$ cat config.mk
export PLATFORM = sky130hd
export DESIGN_NAME = dmem_arbiter_flat
export DESIGN_NICKNAME = d
export VERILOG_FILES = /design/src/rtl/dmem_arbiter_if.sv /design/src/rtl/dmem_arbiter.sv /design/src/flat_wrapper.sv
export SDC_FILE = /design/constraint.sdc
export NUM_CORES = 1
export LEC_CHECK = 0
export ABC_CLOCK_PERIOD_IN_PS = 2000
export BUFFER_PORTS_ARGS = -buffer_cell sky130_fd_sc_hd__buf_2
export CAP_MARGIN = 40
export CORE_AREA = 3 3 166 168
export DETAILED_ROUTE_END_ITERATION = 10
export DIE_AREA = 0 0 169 171
export SETUP_SLACK_MARGIN = 0.2
export SLEW_MARGIN = 20
export SYNTH_ARGS = -nofsm -noshare
export SYNTH_HDL_FRONTEND = slang
export SYNTH_SLANG_ARGS = --single-unit
$ cat constraint.sdc
create_clock -name clk -period 2 [get_ports clk]
set_input_delay 0.4 -clock clk [delete_from_list [all_inputs] [get_ports clk]]
set_output_delay 0.4 -clock clk [all_outputs]
set_load 0.01 [all_outputs]
$ cat src/rtl/dmem_arbiter_if.sv
// Request/grant/read-return bundle for the CPU and HOST requesters plus the data memory port.
// The slave modport is the arbiter's view; master is the surrounding requesters and memory.
interface dmem_arbiter_if #(
    parameter int ADDR_W = 8,
    parameter int DATA_W = 64,
    parameter int LEN_W  = 4
) ();
    logic              cpu_req;
    logic              cpu_we;
    logic [ADDR_W-1:0] cpu_addr;
    logic [DATA_W-1:0] cpu_wdata;
    logic              cpu_gnt;
    logic [DATA_W-1:0] cpu_rdata;
    logic              cpu_rvalid;

    logic              host_req;
    logic              host_we;
    logic [ADDR_W-1:0] host_addr;
    logic [LEN_W-1:0]  host_len;
    logic [DATA_W-1:0] host_wdata;
    logic              host_gnt;
    logic              host_beat;
    logic [DATA_W-1:0] host_rdata;
    logic              host_rvalid;
    logic              host_done;

    logic              mem_en;
    logic              mem_we;
    logic [ADDR_W-1:0] mem_addr;
    logic [DATA_W-1:0] mem_wdata;
    logic [DATA_W-1:0] mem_rdata;

    modport slave (
        input  cpu_req, cpu_we, cpu_addr, cpu_wdata,
        output cpu_gnt, cpu_rdata, cpu_rvalid,
        input  host_req, host_we, host_addr, host_len, host_wdata,
        output host_gnt, host_beat, host_rdata, host_rvalid, host_done,
        output mem_en, mem_we, mem_addr, mem_wdata,
        input  mem_rdata
    );

    modport master (
        output cpu_req, cpu_we, cpu_addr, cpu_wdata,
        input  cpu_gnt, cpu_rdata, cpu_rvalid,
        output host_req, host_we, host_addr, host_len, host_wdata,
        input  host_gnt, host_beat, host_rdata, host_rvalid, host_done,
        input  mem_en, mem_we, mem_addr, mem_wdata,
        output mem_rdata
    );
endinterface

$ cat src/rtl/dmem_arbiter.sv
// Shares the single-port data memory between the MEM stage (CPU) and the host burst port.
// Define DMEM_ARB_CPU_PRIO_EN for fixed CPU priority in IDLE instead of round-robin.
module dmem_arbiter #(
    parameter int ADDR_W    = 8,
    parameter int DATA_W    = 64,
    parameter int MAX_BURST = 8,
    parameter int LEN_W     = $clog2(MAX_BURST + 1)
) (
    input  logic          clk,
    input  logic          rst_n,
    dmem_arbiter_if.slave bus
);
    typedef enum logic {IDLE = 1'b0, HBURST = 1'b1} state_t;
    typedef enum logic {OWN_CPU = 1'b0, OWN_HOST = 1'b1} owner_t;

    state_t            state;
    owner_t            last_owner;
    logic [LEN_W-1:0]  beat_cnt;
    logic [LEN_W-1:0]  burst_len;
    logic [ADDR_W-1:0] burst_base;
    logic              burst_we;

    logic              mem_en_p0;
    logic              mem_we_p0;
    logic [ADDR_W-1:0] mem_addr_p0;
    logic [DATA_W-1:0] mem_wdata_p0;
    owner_t            acc_owner_p0;

    logic              cpu_rvalid_p1;
    logic              host_rvalid_p1;
    logic              host_done_p1;

    logic              cpu_gnt;
    logic              host_gnt;
    logic              last_beat;

    // Zero-length bursts still move one word; oversize requests are clipped to MAX_BURST.
    function automatic logic [LEN_W-1:0] sat_len(input logic [LEN_W-1:0] len);
        if (len == '0)
            return LEN_W'(1);
        else if (int'(len) > MAX_BURST)
            return LEN_W'(MAX_BURST);
        else
            return len;
    endfunction

    always_comb begin
        cpu_gnt  = 1'b0;
        host_gnt = 1'b0;
        if (state == IDLE) begin
`ifdef DMEM_ARB_CPU_PRIO_EN
            cpu_gnt  = bus.cpu_req;
            host_gnt = bus.host_req && !bus.cpu_req;
`else
            cpu_gnt  = bus.cpu_req && (!bus.host_req || last_owner == OWN_HOST);
            host_gnt = bus.host_req && (!bus.cpu_req || last_owner == OWN_CPU);
`endif
        end
    end

    assign last_beat = (beat_cnt == burst_len - LEN_W'(1));

    always_ff @(posedge clk or negedge rst_n) begin
        if (!rst_n) begin
            state          <= IDLE;
            last_owner     <= OWN_HOST;
            beat_cnt       <= '0;
            burst_len      <= '0;
            burst_base     <= '0;
            burst_we       <= 1'b0;
            mem_en_p0      <= 1'b0;
            mem_we_p0      <= 1'b0;
            mem_addr_p0    <= '0;
            mem_wdata_p0   <= '0;
            acc_owner_p0   <= OWN_HOST;
            cpu_rvalid_p1  <= 1'b0;
            host_rvalid_p1 <= 1'b0;
            host_done_p1   <= 1'b0;
        end else begin
            // p0: issue the memory access for this cycle's accept or burst beat
            mem_en_p0    <= 1'b0;
            mem_we_p0    <= 1'b0;
            host_done_p1 <= 1'b0;
            case (state)
                IDLE: begin
                    if (cpu_gnt) begin
                        mem_en_p0    <= 1'b1;
                        mem_we_p0    <= bus.cpu_we;
                        mem_addr_p0  <= bus.cpu_addr;
                        mem_wdata_p0 <= bus.cpu_wdata;
                        acc_owner_p0 <= OWN_CPU;
                        last_owner   <= OWN_CPU;
                    end else if (host_gnt) begin
                        burst_base <= bus.host_addr;
                        burst_we   <= bus.host_we;
                        burst_len  <= sat_len(bus.host_len);
                        beat_cnt   <= '0;
                        last_owner <= OWN_HOST;
                        state      <= HBURST;
                    end
                end
                HBURST: begin
                    mem_en_p0    <= 1'b1;
                    mem_we_p0    <= burst_we;
                    mem_addr_p0  <= burst_base + ADDR_W'(beat_cnt);
                    mem_wdata_p0 <= bus.host_wdata;
                    acc_owner_p0 <= OWN_HOST;
                    if (last_beat) begin
                        beat_cnt     <= '0;
                        host_done_p1 <= 1'b1;
                        state        <= IDLE;
                    end else begin
                        beat_cnt <= beat_cnt + LEN_W'(1);
                    end
                end
                default: state <= IDLE;
            endcase

            // p1: read data arrives from memory; flag it for the owner of the access
            cpu_rvalid_p1  <= mem_en_p0 && !mem_we_p0 && (acc_owner_p0 == OWN_CPU);
            host_rvalid_p1 <= mem_en_p0 && !mem_we_p0 && (acc_owner_p0 == OWN_HOST);
        end
    end

    assign bus.cpu_gnt     = cpu_gnt;
    assign bus.host_gnt    = host_gnt;
    assign bus.host_beat   = (state == HBURST);
    assign bus.mem_en      = mem_en_p0;
    assign bus.mem_we      = mem_we_p0;
    assign bus.mem_addr    = mem_addr_p0;
    assign bus.mem_wdata   = mem_wdata_p0;
    assign bus.cpu_rdata   = bus.mem_rdata;
    assign bus.host_rdata  = bus.mem_rdata;
    assign bus.cpu_rvalid  = cpu_rvalid_p1;
    assign bus.host_rvalid = host_rvalid_p1;
    assign bus.host_done   = host_done_p1;
endmodule
$ cat src/flat_wrapper.sv
// flat-port wrapper written by rule: the top's interface ports become plain ports
module dmem_arbiter_flat 
#(
    parameter int ADDR_W    = 8,
    parameter int DATA_W    = 64,
    parameter int MAX_BURST = 8,
    parameter int LEN_W     = $clog2(MAX_BURST + 1)
)
  (clk, rst_n, bus_cpu_req, bus_cpu_we, bus_cpu_addr, bus_cpu_wdata, bus_cpu_gnt, bus_cpu_rdata, bus_cpu_rvalid, bus_host_req, bus_host_we, bus_host_addr, bus_host_len, bus_host_wdata, bus_host_gnt, bus_host_beat, bus_host_rdata, bus_host_rvalid, bus_host_done, bus_mem_en, bus_mem_we, bus_mem_addr, bus_mem_wdata, bus_mem_rdata);
  dmem_arbiter_if #(.ADDR_W(ADDR_W), .DATA_W(DATA_W), .LEN_W(LEN_W)) bus_i ();
  input  logic clk;
  input  logic rst_n;
  input wire logic [$bits(bus_i.cpu_req)-1:0] bus_cpu_req;
  input wire logic [$bits(bus_i.cpu_we)-1:0] bus_cpu_we;
  input wire logic [$bits(bus_i.cpu_addr)-1:0] bus_cpu_addr;
  input wire logic [$bits(bus_i.cpu_wdata)-1:0] bus_cpu_wdata;
  output wire logic [$bits(bus_i.cpu_gnt)-1:0] bus_cpu_gnt;
  output wire logic [$bits(bus_i.cpu_rdata)-1:0] bus_cpu_rdata;
  output wire logic [$bits(bus_i.cpu_rvalid)-1:0] bus_cpu_rvalid;
  input wire logic [$bits(bus_i.host_req)-1:0] bus_host_req;
  input wire logic [$bits(bus_i.host_we)-1:0] bus_host_we;
  input wire logic [$bits(bus_i.host_addr)-1:0] bus_host_addr;
  input wire logic [$bits(bus_i.host_len)-1:0] bus_host_len;
  input wire logic [$bits(bus_i.host_wdata)-1:0] bus_host_wdata;
  output wire logic [$bits(bus_i.host_gnt)-1:0] bus_host_gnt;
  output wire logic [$bits(bus_i.host_beat)-1:0] bus_host_beat;
  output wire logic [$bits(bus_i.host_rdata)-1:0] bus_host_rdata;
  output wire logic [$bits(bus_i.host_rvalid)-1:0] bus_host_rvalid;
  output wire logic [$bits(bus_i.host_done)-1:0] bus_host_done;
  output wire logic [$bits(bus_i.mem_en)-1:0] bus_mem_en;
  output wire logic [$bits(bus_i.mem_we)-1:0] bus_mem_we;
  output wire logic [$bits(bus_i.mem_addr)-1:0] bus_mem_addr;
  output wire logic [$bits(bus_i.mem_wdata)-1:0] bus_mem_wdata;
  input wire logic [$bits(bus_i.mem_rdata)-1:0] bus_mem_rdata;
  assign bus_i.cpu_req = bus_cpu_req;
  assign bus_i.cpu_we = bus_cpu_we;
  assign bus_i.cpu_addr = bus_cpu_addr;
  assign bus_i.cpu_wdata = bus_cpu_wdata;
  assign bus_cpu_gnt = bus_i.cpu_gnt;
  assign bus_cpu_rdata = bus_i.cpu_rdata;
  assign bus_cpu_rvalid = bus_i.cpu_rvalid;
  assign bus_i.host_req = bus_host_req;
  assign bus_i.host_we = bus_host_we;
  assign bus_i.host_addr = bus_host_addr;
  assign bus_i.host_len = bus_host_len;
  assign bus_i.host_wdata = bus_host_wdata;
  assign bus_host_gnt = bus_i.host_gnt;
  assign bus_host_beat = bus_i.host_beat;
  assign bus_host_rdata = bus_i.host_rdata;
  assign bus_host_rvalid = bus_i.host_rvalid;
  assign bus_host_done = bus_i.host_done;
  assign bus_mem_en = bus_i.mem_en;
  assign bus_mem_we = bus_i.mem_we;
  assign bus_mem_addr = bus_i.mem_addr;
  assign bus_mem_wdata = bus_i.mem_wdata;
  assign bus_i.mem_rdata = bus_mem_rdata;
  dmem_arbiter #(.ADDR_W(ADDR_W), .DATA_W(DATA_W), .MAX_BURST(MAX_BURST), .LEN_W(LEN_W)) u_core (.clk(clk), .rst_n(rst_n), .bus(bus_i));
endmodule
# Word level (Yosys, flattened, before mapping)
# Cells that the tools add are included.
# word_totals
output_inout_bits	208
in_bits	218
regBits	97
wordCells	67
# classes
bitwise_logic	4
add_sub_neg	3
n_reduce_logical	15
muxes	26
order_cmp	1
n_eq_ne	4
# ops
cell	count
$pmux 64 s2	1
$mux 64	1
$mux 4	5
$pmux 8 s2	1
$mux 1	12
$add 8x4->8	1
$mux 8	1
$pmux 1 s2	4
$pmux 4 s2	1
$ne 2x2->1 const B	3
$logic_and 1x1->1	5
$add 4x1->4 const B	1
$eq 4x4->1	1
$gt 4x4->1 const B	1
$logic_not 4->1	1
$not 1->1	4
$reduce_and 2->1	2
$sub 4x1->4 const B	1
$logic_not 1->1	3
$reduce_and 3->1	1
$logic_or 1x1->1	2
$reduce_bool 2->1	1

# Longest topological paths before layout
# Gate-level depths: netlist of run 1.
# depth
word_depth	7
mapped_depth	7
mapped_depth_nobuf	7

# Worst setup path after synthesis of run 1
# OpenSTA, ideal clock, no wires.
# synth_timing
kind	register to register
from	reg u_core.beat_cnt[0]
to	reg u_core.mem_addr_p0[6], in the netlist u_core.bus.mem_addr[6]
t_required_ns	1.874
setup_time_ns	0.126
synth_period_minus_slack_ns	1.645
t_arrival_ns	1.519
setup_slack_ns	0.355
path_buffers	0
stages_incl_launch_ff	8
path_cell_list	dfrtp_1 ha_1 inv_1 fa_1 nand2b_1 a21oi_1 xnor2_1 mux2i_1
# synth_between
elab_chain_len	2
# synth_lines
item	line	source
start: declaration	dmem_arbiter.sv:18	logic [LEN_W-1:0] beat_cnt;
start signal: assignment	dmem_arbiter.sv:113	beat_cnt <= beat_cnt + LEN_W'(1);
$add 8x4->8	dmem_arbiter.sv:105	mem_addr_p0 <= burst_base + ADDR_W'(beat_cnt);
$pmux 8 s2	dmem_arbiter.sv:84	case (state)
end signal: assignment	dmem_arbiter.sv:89	mem_addr_p0 <= bus.cpu_addr;
end signal: assignment	dmem_arbiter.sv:105	
end: declaration	dmem_arbiter.sv:25	logic [ADDR_W-1:0] mem_addr_p0;
# Every way passes these cells.
# A chain may end at the register's enable or synchronous reset.

# Worst setup path in the final report of run 1
# layout_timing
from	reg u_core.state, in the netlist u_core.bus.host_beat
to	out bus_host_gnt
# layout_between
elab_chain_len	1
# layout_lines
item	line	source
start: declaration	dmem_arbiter.sv:16	state_t state;
start signal: assignment	dmem_arbiter.sv:65	state <= IDLE;
start signal: assignment	dmem_arbiter.sv:99	state <= HBURST;
start signal: assignment	dmem_arbiter.sv:111	state <= IDLE;
$mux 1	dmem_arbiter.sv:50	if (state == IDLE) begin
end: declaration	flat_wrapper.sv:25	output wire logic [$bits(bus_i.host_gnt)-1:0] bus_host_gnt;
# Every way passes these cells.

==> results of run 1 <==
## cells by family (layout without fill, tap and decap cells)
kind of cell,count (synthesis),in the layout
and+or+nand+nor,104,104
xor gates and xnor gates,11,11
buffers and inverters,164,279
DFF,97,97
adders and majority gates,7,7
AOI/OAI and AO/OA,97,97
muxes,80,80
## final cells by class
class	instances	area (µm²)
Fill cell	2818	19400
Timing Repair Buffer	253	1410
Inverter	10	37.5
Clock buffer	10	229
Sequential cell	97	2430
Multi-Input combinational cell	299	2040
Tap cell	335	419
Clock inverter	6	51.3
## metal layers
layer	part of all wire [%]	up-vias	wire, µm
li1	-	1977	-
met1	42	1835	6480
met2	45	232	6940
met3	11	33	1680
met4	2.5	0	387
met5	0	-	0
## flip-flops by register name (all words and copies together), names as in the netlist
signal and flops:
u_core.acc_owner_p0 1, u_core.beat_cnt 4, u_core.last_owner 1, u_core.bus.host_beat 1, u_core.bus.mem_wdata 64, u_core.bus.mem_addr 8, u_core.bus.host_done 1, u_core.bus.host_rvalid 1
u_core.burst_base 8, u_core.bus.cpu_rvalid 1, u_core.bus.mem_en 1, u_core.burst_len 4, u_core.bus.mem_we 1, u_core.burst_we 1
## critical path, delay by kind of cell (launching register included)
family | cells | cell delay [ps]
DFF | 1 | 510
buffers and inverters | 2 | 180
and+or+nand+nor | 2 | 300
## repair_timing
item / in CTS / in global routing
setup buffers: 2 / 4
resized for setup: 4 / 9
gates cloned: 0 / 1
pin swaps: 1 / 2
setup endpoints to repair: 2 / 5
## synthesized netlist by cell type (all sizes together)
library cell	count	area share, %
nor4	1	0.38
inv	10	0.68
clkbuf	14	0.95
and3	1	0.11
and2b	1	0.14
o21ai	74	6.7
a211oi	5	0.68
dfstp	2	0.95
a21oi	5	0.45
nor3	2	0.27
nor2b	1	0.11
o21bai	1	0.14
fa	1	0.36
and4	1	0.16
and2	2	0.23
buf	140	19
mux2i	72	13
nand2b	3	0.34
ha	6	1.4
nand3	6	0.54
o22a	1	0.16
a21boi	3	0.41
nand2	80	5.4
nor3b	1	0.14
o22ai	2	0.23
xnor2	9	1.4
o211ai	2	0.27
mux2	8	1.6
o31ai	2	0.27
a311oi	2	0.32
nand4b	1	0.16
and3b	1	0.16
nor2	3	0.20
xor2	2	0.32
dfrtp	95	43
## final timing paths
check                                                             to  slack, ps  depth (start not counted)
worst max register to register    u_core.bus.mem_addr[7]$_DFFE_PN0N_        300                          5
max in group asynchronous             u_core.bus.host_beat$_DFF_PN0_       1470                          2
worst min register to register       u_core.acc_owner_p0$_DFFE_PN1N_        470                          2
worst min-delay path            u_core.bus.mem_wdata[10]$_DFFE_PN0N_        100                          2
worst max-delay path                                    bus_host_gnt        260                          4
min in group clk                u_core.bus.mem_wdata[13]$_DFFE_PN0N_        250                          3
## report_power, final
part / switching (mW) / internal (mW) / total (mW) / leakage [nW]
Clock: 0.817 / 0.866 / 1.68 / 0.139
Combinational: 2.33 / 1.92 / 4.24 / 2.12
Sequential: 0.557 / 2.87 / 3.42 / 1.16
Total: 3.70 / 5.65 / 9.35 / 3.42
## metrics by stage
step           worst slack (ps)  instances  utilization (%)  power, mW  hold slack [ps]
2_1_floorplan               355        560                -       6.12              104
3_3_place_gp                241        987             23.9       7.49              455
3_5_place_dp                217        987             23.9       7.56              459
4_1_cts                     206       1005             25.1       9.34              113
5_1_grt                     148       1010             25.4       10.2              135
6_report                    261       1010             25.4       9.35             97.8
==> flow_summary.yaml, run 1 <==
run_status:
  status: "complete, no violations"
sta:
  setup_viol: 0
  final.setup.tns_ps: 0
  fmax_mhz: 575
  hold_violations: 0
  rsz0062_at_grt: "true"
  final_max_slew_viol_count: 0
  period_share_pct: 86.9
  finClkSkew_ps: 7.96
  tightest_slew_ps: 529
  slew_headroom_pct: 64.7
  fin_crit_ps: 1740
worst_setup_path:
  cp.required_ps: 1600
  critPathCaptureType: "output port"
  arrival_ps: 1340
  crit_path_max_incr_delay_ps: 510
  path_cells: "and2b_1 > nand2_2 > inv_2 > buf_6"
  critPathLaunchType: "flip-flop"
  regToRegStartpoint: "u_core.beat_cnt[3]$_DFFE_PN0P_"
  critPathKind: "reg -> out"
  crit_fanout: 3
  worst_path_max_delay_cell: "dfrtp_4"
  crit_start: "u_core.bus.host_beat$_DFF_PN0_"
global_routing:
  grt_pass1_vias: 4015
  grt_busiest_layer: "met2"
  gr-usage-met3_pct: 3.84
  grt_use_met2_pct: 15.7
  antenna_found_initial: 0
  grt_util_met1_pct: 12.7
  grt_max_degree: 98
  grt_overflow: 0
  grt_pass1_wl_um: 22700
  grt_use_total_pct: 10.1
logic_synthesis:
  synth_fa_ha_area_share_pct: 1.71
  synth_compound_area_share_pct: 9.57
  syn_area_um2: 5560
  synth_simple_gate_area_share_pct: 8.33
  syn-num-nets: 785
  yosysWarnings: 0
  synth_top_family_by_area: "buffers and inverters"
  synthMuxAreaShare_pct: 14.6
  synth.avg_cell_area_um2: 9.92
  yosysSeqAreaShare_pct: 43.7
  yosys.area_share.xor_xnor_pct: 1.73
  synth_seq_cells: 97
  synth_cells: 560
  yosys.cell_types.count: 38
power:
  cellLeakagePower_nw: 3.42
  power_per_cell_area_nw_per_um2: 1410
  max-vdd-ir-drop_uv: 488
routing:
  dr.pass1.iters: 4
  drtIter0Drc: 135
  detail_route.vias_per_cell: 4.04
  post-route-drc-count: 0
  vias: 4077
  ant_nets: 0
  drt-total-wl_um: 15500
  wl_per_cell_um: 15.3
place:
  place_area_um2: 6220
  place.port_buffers: 233
  finalWeightedCongestion: 0.782
  hpwl_um: 11400
cts:
  htreeDepth: 3
  ctsRootBufferMaster: "clkbuf_16"
  clk_latency_ps: 350
  cts_made_buffers: 9
  cts_tree: "done"
  clockBufferDepth: 2
  clkTransAtPathRegs_ps: 80
  cts.sinks: 97
  ctsHoldBuffers: 0
finish:
  drive_above_1_share_pct: 43.1
  final_common_cell: "buf_2"
  final_area_um2: 6630
  num_antenna_cells: 0
  area_growth_pct: 19.2
  final_net_count: 895
  mostFrequentLayoutCells: "231 x buf_2, 93 x dfrtp_1, 78 x nand2_1, 72 x o21ai_0, 72 x mux2i_1"
job:
  max_cap_violations: 0
floorplanning:
  die-area_um2: 28900
  die_x_um: 169
  start_util_pct: 21.3
  ioPinCount: 426
  fp.dieH_um: 171
  row_count: 59
  core_area_um2: 26100
worst_hold_path:
  worstHoldPathType: "in -> async"
Power figures use the tool's default switching activity.
==> run 2, diff against run 1 <==
MAX_ROUTING_LAYER = met4   (was unset)
==> run 2 against run 1 <==
  * The run now fails in 5_2_route
  * Area after synthesis unchanged
  * Global-route usage increased by 0.31 points
  * Synthesized cell count is the same
==> flow_summary.yaml, run 2 <==
floorplanning:
  row_count: 59
  fp.dieH_um: 171
  ioPinCount: 426
  die_x_um: 169
  start_util_pct: 21.3
logic_synthesis:
  syn-num-nets: 785
  synth.top_cell.area_share_pct: 42.8
  synth_flop_cell: "dfrtp_1"
  syn_area_um2: 5560
  yosysWarnings: 0
  synth_cells: 560
  synth-edff-count: 0
  synth_common_cells: "136 x buf_4, 95 x dfrtp_1, 80 x nand2_1"
  synth_seq_cells: 97
  synth.area.top_cells: "dfrtp_1 43%, buf_4 18%, mux2i_1 13%"
  async_flop_share_pct: 100
  synth.avg_cell_area_um2: 9.92
  yosysSeqAreaShare_pct: 43.7
  yosys.area.top_type: "dfrtp_1"
  yosys.cell_types.count: 38
  yosysMostFrequentCell: "buf_4"
cts:
  cts.sinks: 97
  ctsRootBufferMaster: "clkbuf_16"
  cts_made_buffers: 9
  htreeDepth: 3
  clockBufferDepth: 2
place:
  place.port_buffers: 233
  finalWeightedCongestion: 0.794
  hpwl_um: 11400
  place_area_um2: 6220
run_status:
  haltStage: "5_2_route"
  error: "[ERROR DRT-0255] Maze Route cannot find path of net bus_mem_rdata[34] in worker of routeBox ( 144900 96600 ) ( 169000 144900 )."
  status: "stopped before the end"
sta:
  endpoint_type: "output port"
  worstEndpointGrtRepair: "bus_host_gnt"
global_routing:
  antenna_found_initial: 0
  grt_max_degree: 98
  grt_use_total_pct: 10.4
  grt_pass1_wl_um: 22700
  grt_pass1_vias: 4010
  grt_overflow: 0
run 2: cell families after synthesis:
| logic type | Yosys count | synth area share, % |
|---|---|---|
| buf+inv | 164 | 20.4 |
| compound gates | 97 | 9.57 |
| flops | 97 | 43.7 |
| fa+ha+maj | 7 | 1.71 |
| simple gates | 104 | 8.33 |
| xor+xnor | 11 | 1.73 |
| mux | 80 | 14.6 |
run 2: stage by stage:
step                      worst slack [ps]  hold slack (ps)  instances
after detailed placement               217              459        987
after CTS                              206              113       1005
after floorplan                        355              104        560
after global placement                 241              455        987
after global routing                   148              133       1011
run 2: layer usage:
metal	GRT usage, %
met2	15.7
met3	3.86
met5	-
met1	12.7
met4	4.27
run 2: repair_timing:
item,in CTS,in global routing
pin swaps,1,2
hold buffers,0,0
setup buffers,2,5
endpoints found under the setup margin,2,5
gates resized for setup,4,7
gates cloned,0,1
==> run 3, diff against run 2 <==
CORE_AREA = 3 3 163 165   (was 3 3 166 168)
DIE_AREA = 0 0 166 168   (was 0 0 169 171)
MAX_ROUTING_LAYER = unset   (was met4)
PLACE_DENSITY_LB_ADDON = 0.15   (was unset)
SETUP_SLACK_MARGIN = unset   (was 0.2)
==> run 3 against run 2 <==
  * The flow now finishes without violations
  * Global-route usage increased by 0.48 points
==> flow_summary.yaml, run 3 (synthesis gave the netlist of run 1 again) <==
sta:
  setup_viol: 0
  hold_slack_ps: 251
  slew_headroom_pct: 67.0
  tightest_slew_ps: 494
  rsz0062_at_grt: "false"
  fmax_mhz: 527
  fin_crit_ps: 1900
  final.setup.tns_ps: 0
  final_max_slew_viol_count: 0
  hold_violations: 0
  finClkSkew_ps: 8.31
  period_share_pct: 94.8
finish:
  area_growth_pct: 17.1
  final_net_count: 890
  drive_above_1_share_pct: 41.5
  nFillCells: 2701
  multi_input_area_um2: 2010
  num_antenna_cells: 0
  final_common_cell: "buf_2"
  largest_reg_flops: 64
  mostFrequentLayoutCells: "232 x buf_2, 94 x dfrtp_1, 79 x nand2_1, 72 x o21ai_0, 72 x mux2i_1"
  seq_area_um2: 2430
routing:
  dr.pass1.iters: 4
  vias: 4062
  wl_per_cell_um: 15.4
  drt-total-wl_um: 15400
  detail_route.vias_per_cell: 4.06
  drtIter0Drc: 188
  ant_nets: 0
  post-route-drc-count: 0
floorplanning:
  fp.dieH_um: 168
  ioPinCount: 426
  die-area_um2: 27900
  start_util_pct: 22.1
  row_count: 58
  die_x_um: 166
  core_area_um2: 25200
job:
  max_cap_violations: 0
place:
  place.port_buffers: 233
  hpwl_um: 12000
  finalWeightedCongestion: 0.800
cts:
  ctsRootBufferMaster: "clkbuf_16"
  htreeDepth: 3
  clk_latency_ps: 350
  cts_made_buffers: 9
  clockBufferDepth: 2
  clkTransAtPathRegs_ps: 70
  cts_tree: "done"
  postCtsSetupBuffers: 0
  cts.sinks: 97
worst_setup_path:
  critPathCaptureType: "output port"
  critPathKind: "reg -> out"
  cp.required_ps: 1600
  arrival_ps: 1500
  critPathLaunchType: "flip-flop"
  crit_fanout: 17
global_routing:
  grt_max_degree: 66
  grt_pass1_wl_um: 24500
  grt_pass1_vias: 4417
  grt_use_total_pct: 10.9
  grt_overflow: 0
  antenna_found_initial: 0
power:
  cellLeakagePower_nw: 3.36
  max-vdd-ir-drop_uv: 377
  power_per_cell_area_nw_per_um2: 1400
worst_hold_path:
  worstHoldPathType: "in -> reg"
run_status:
  status: "complete, no violations"
==> run 3: worst paths after layout <==
path | start | end | slack [ps] | depth (start not counted)
hold reg to reg | u_core.acc_owner_p0$_DFFE_PN1N_ | u_core.acc_owner_p0$_DFFE_PN1N_ | 470 | 2
hold / removal | bus_host_len[3] | u_core.burst_len[0]$_DFFE_PN0P_ | 250 | 2
setup reg to reg | u_core.beat_cnt[0]$_DFFE_PN0P_ | u_core.bus.mem_addr[6]$_DFFE_PN0N_ | 200 | 7
min in group asynchronous | rst_n | u_core.bus.mem_wdata[24]$_DFFE_PN0N_ | 550 | 2
setup / recovery | u_core.bus.host_beat$_DFF_PN0_ | bus_host_gnt | 100 | 4
max in group asynchronous | rst_n | u_core.bus.mem_wdata[51]$_DFFE_PN0N_ | 770 | 3
==> run 3: per-stage QoR <==
step                cell area, µm²  worst slack, ps  power [mW]  instances  utilization [%]
floorplan                     5560              355        6.12        560                -
global placement              6210              195        7.55        983             24.7
detailed placement            6210              196        7.57        983             24.7
CTS                           6510             17.5        9.32       1000             25.8
global route                  6510             14.1        9.93       1000             25.8
finish                        6510              104        9.11       1000             25.8
==> run 3: area by class of cell <==
cell class                 instances  area share [%]
clock inverter                     5           0.596
tap                              330            6.34
inverter                          10           0.577
sequential                        97            37.4
clock buffer                      11            3.73
multi-input combinational        299            30.9
timing repair buffer             248            20.5
==> run 3: power by group <==
| part | internal (mW) | switching, mW | total [mW] |
|---|---|---|---|
| registers | 2.87 | 0.610 | 3.48 |
| logic | 1.75 | 2.20 | 3.95 |
| clock network | 0.888 | 0.796 | 1.68 |
==> run 3: what timing repair did <==
action / 4_1_cts / 5_1_grt
endpoints found under the setup margin: 1 / 1
endpoints found under the hold margin: 17 / 0
hold buffers: 1 / 0
gates resized for setup: 1 / 1
==> run 3: worst max-delay path, stage by stage (launching register included) <==
cell and delay [ps]:
dfrtp_4 590, and2b_1 250, nand2_1 70, inv_1 100, buf_2 140
==> run 3: metal layers <==
layer | up-vias | share of wire [%] | wire (µm) | global-route usage [%]
met2 | 191 | 48 | 7310 | 18.1
met5 | - | 0 | 0 | 0
met3 | 46 | 8.7 | 1330 | 3.92
met1 | 1859 | 42 | 6390 | 13.1
met4 | 0 | 2.1 | 323 | 3.91
li1 | 1966 | - | - | -
==> run 4, diff against run 3 <==
ABC_CLOCK_PERIOD_IN_PS = 2070   (was 2000)
MAX_ROUTING_LAYER = met4   (was unset)
clock period = 2.07 ns   (was 2 ns; I/O delays follow)
==> run 4 against run 3 <==
  * Die area is the same
  * Clock power is essentially flat
  * Power shrank 2.6%
  * Non-clock buffer count shrank 4
  * Global-route usage grew 0.51 points
  * Largest power group unchanged
  * Critical endpoint is now bus_cpu_gnt
  * Sequential power shrank 4%
  * Sequential cell count is the same
  * Via count grew 2.2%
  * Count of clock-buffer cells in the layout shrank 1
  * Critical path depth is the same
==> flow_summary.yaml, run 4 (synthesis gave the netlist of run 1 again) <==
run_status:
  status: "complete, no violations"
place:
  hpwl_um: 12100
  place.port_buffers: 233
  finalWeightedCongestion: 0.824
  place_area_um2: 6180
finish:
  drive_above_1_share_pct: 41.1
  final_common_cell: "buf_2"
  mostFrequentLayoutCells: "232 x buf_2, 94 x dfrtp_1, 79 x nand2_1, 72 x o21ai_0, 72 x mux2i_1"
  final_area_um2: 6470
  area_growth_pct: 16.5
  num_antenna_cells: 0
  final_net_count: 886
  largest_reg_flops: 64
global_routing:
  grt_pass1_vias: 4443
  grt_overflow: 0
  grt_pass1_wl_um: 24900
  antenna_found_initial: 0
  grt_use_total_pct: 11.4
  grt_max_degree: 57
cts:
  clk_latency_ps: 350
  clkTransAtPathRegs_ps: 70
  cts_made_buffers: 9
  htreeDepth: 3
  ctsHoldBuffers: 0
  ctsRootBufferMaster: "clkbuf_16"
  clockBufferDepth: 2
  cts.sinks: 97
  cts_tree: "done"
routing:
  ant_nets: 0
  drtIter0Drc: 206
  detail_route.vias_per_cell: 4.17
  vias: 4151
  drt-total-wl_um: 15800
  wl_per_cell_um: 15.8
  dr.pass1.iters: 4
  post-route-drc-count: 0
sta:
  hold_slack_ps: 47.4
  period_share_pct: 94.2
  fin_crit_ps: 1950
  hold_violations: 0
  setup_viol: 0
  tightest_slew_ps: 604
  slew_headroom_pct: 59.8
  finClkSkew_ps: 5.48
  final_max_slew_viol_count: 0
  final.setup.tns_ps: 0
  rsz0062_at_grt: "false"
  fmax_mhz: 513
power:
  power_per_cell_area_nw_per_um2: 1370
  cellLeakagePower_nw: 3.34
  combPwrFrac_pct: 43.1
  switching_share_pct: 39.4
  max-vdd-ir-drop_uv: 374
  pwr-share-seq_pct: 37.5
  p_sw_mw: 3.50
  p_clk_share_pct: 19.3
  internal-power_mw: 5.37
floorplanning:
  start_util_pct: 22.1
  ioPinCount: 426
  core_area_um2: 25200
  fp.dieH_um: 168
  row_count: 58
  die_x_um: 166
  die-area_um2: 27900
worst_setup_path:
  crit_fanout: 8
  critPathKind: "reg -> out"
  critPathCaptureType: "output port"
  cp.required_ps: 1660
  path_cells: "nand2b_1 > nand2_4 > nor2_1 > buf_2"
  critPathLaunchType: "flip-flop"
  worst_path_max_delay_cell: "dfstp_2"
  arrival_ps: 1540
  crit_buf_inv: 1
  crit_path_max_incr_delay_ps: 540
  cpLargestDelayFamily: "flip-flops"
worst_hold_path:
  worstHoldPathType: "in -> async"
job:
  max_cap_violations: 0
[run 4: per-layer routing]
layer  GRT usage (%)  share of wire (%)  vias up
met2            18.9                 49      211
met4            3.87                2.4        0
met3            3.83                8.0       50
li1                -                  -     1958
met5               -                  0        -
met1            13.0                 41     1932
[run 4: path summary, 6_finish.rpt]
path                                                 from                                    to  depth (start not counted)  slack [ps]
setup / recovery            u_core.last_owner$_DFFE_PN1P_                           bus_cpu_gnt                          4         120
hold / removal                                      rst_n  u_core.bus.mem_wdata[13]$_DFFE_PN0N_                          1          50
setup reg to reg           u_core.beat_cnt[0]$_DFFE_PN0P_    u_core.bus.mem_addr[6]$_DFFE_PN0N_                          7         240
hold reg to reg               u_core.bus.mem_we$_DFF_PN0_       u_core.bus.cpu_rvalid$_DFF_PN0_                          1         470
max in group asynchronous                           rst_n  u_core.bus.mem_wdata[20]$_DFFE_PN0N_                          2        1300
min in group clk                       bus_host_wdata[57]  u_core.bus.mem_wdata[57]$_DFFE_PN0N_                          3         270
[run 4: power by group through the flow]
stage / clock [mW] / combinational (mW) / sequential [mW]
final: 1.71 / 3.82 / 3.33
after detailed placement: 0 / 3.92 / 3.37
after global routing: 1.88 / 4.32 / 3.46
after global placement: 0 / 3.91 / 3.35
after CTS: 1.82 / 3.94 / 3.34
after floorplan: 0 / 2.33 / 3.58
[run 4: layout make-up]
type	instances	area, µm²
fillers	2707	18700
flip-flops and latches	97	2430
multi-input cells	299	2000
repair buffers	244	1290
well taps	330	413
clock buffers	10	229
clock inverters	6	68.8
inverters	10	37.5
[run 4: per-stage QoR]
| step | worst slack, ps | std cells | power [mW] | utilization (%) |
|---|---|---|---|---|
| 5_1_grt | 6.02 | 996 | 9.65 | 25.7 |
| 2_1_floorplan | 425 | 560 | 5.91 | - |
| 6_report | 120 | 996 | 8.86 | 25.7 |
| 4_1_cts | 73.5 | 996 | 9.09 | 25.7 |
| 3_3_place_gp | 262 | 980 | 7.26 | 24.5 |
| 3_5_place_dp | 241 | 980 | 7.30 | 24.5 |
[run 4: repair_timing]
action | in CTS | in global routing
endpoints found under the hold margin | 0 | 0
buffers inserted | 0 | 0
setup endpoints to repair | 0 | 1
resized for setup | 0 | 1
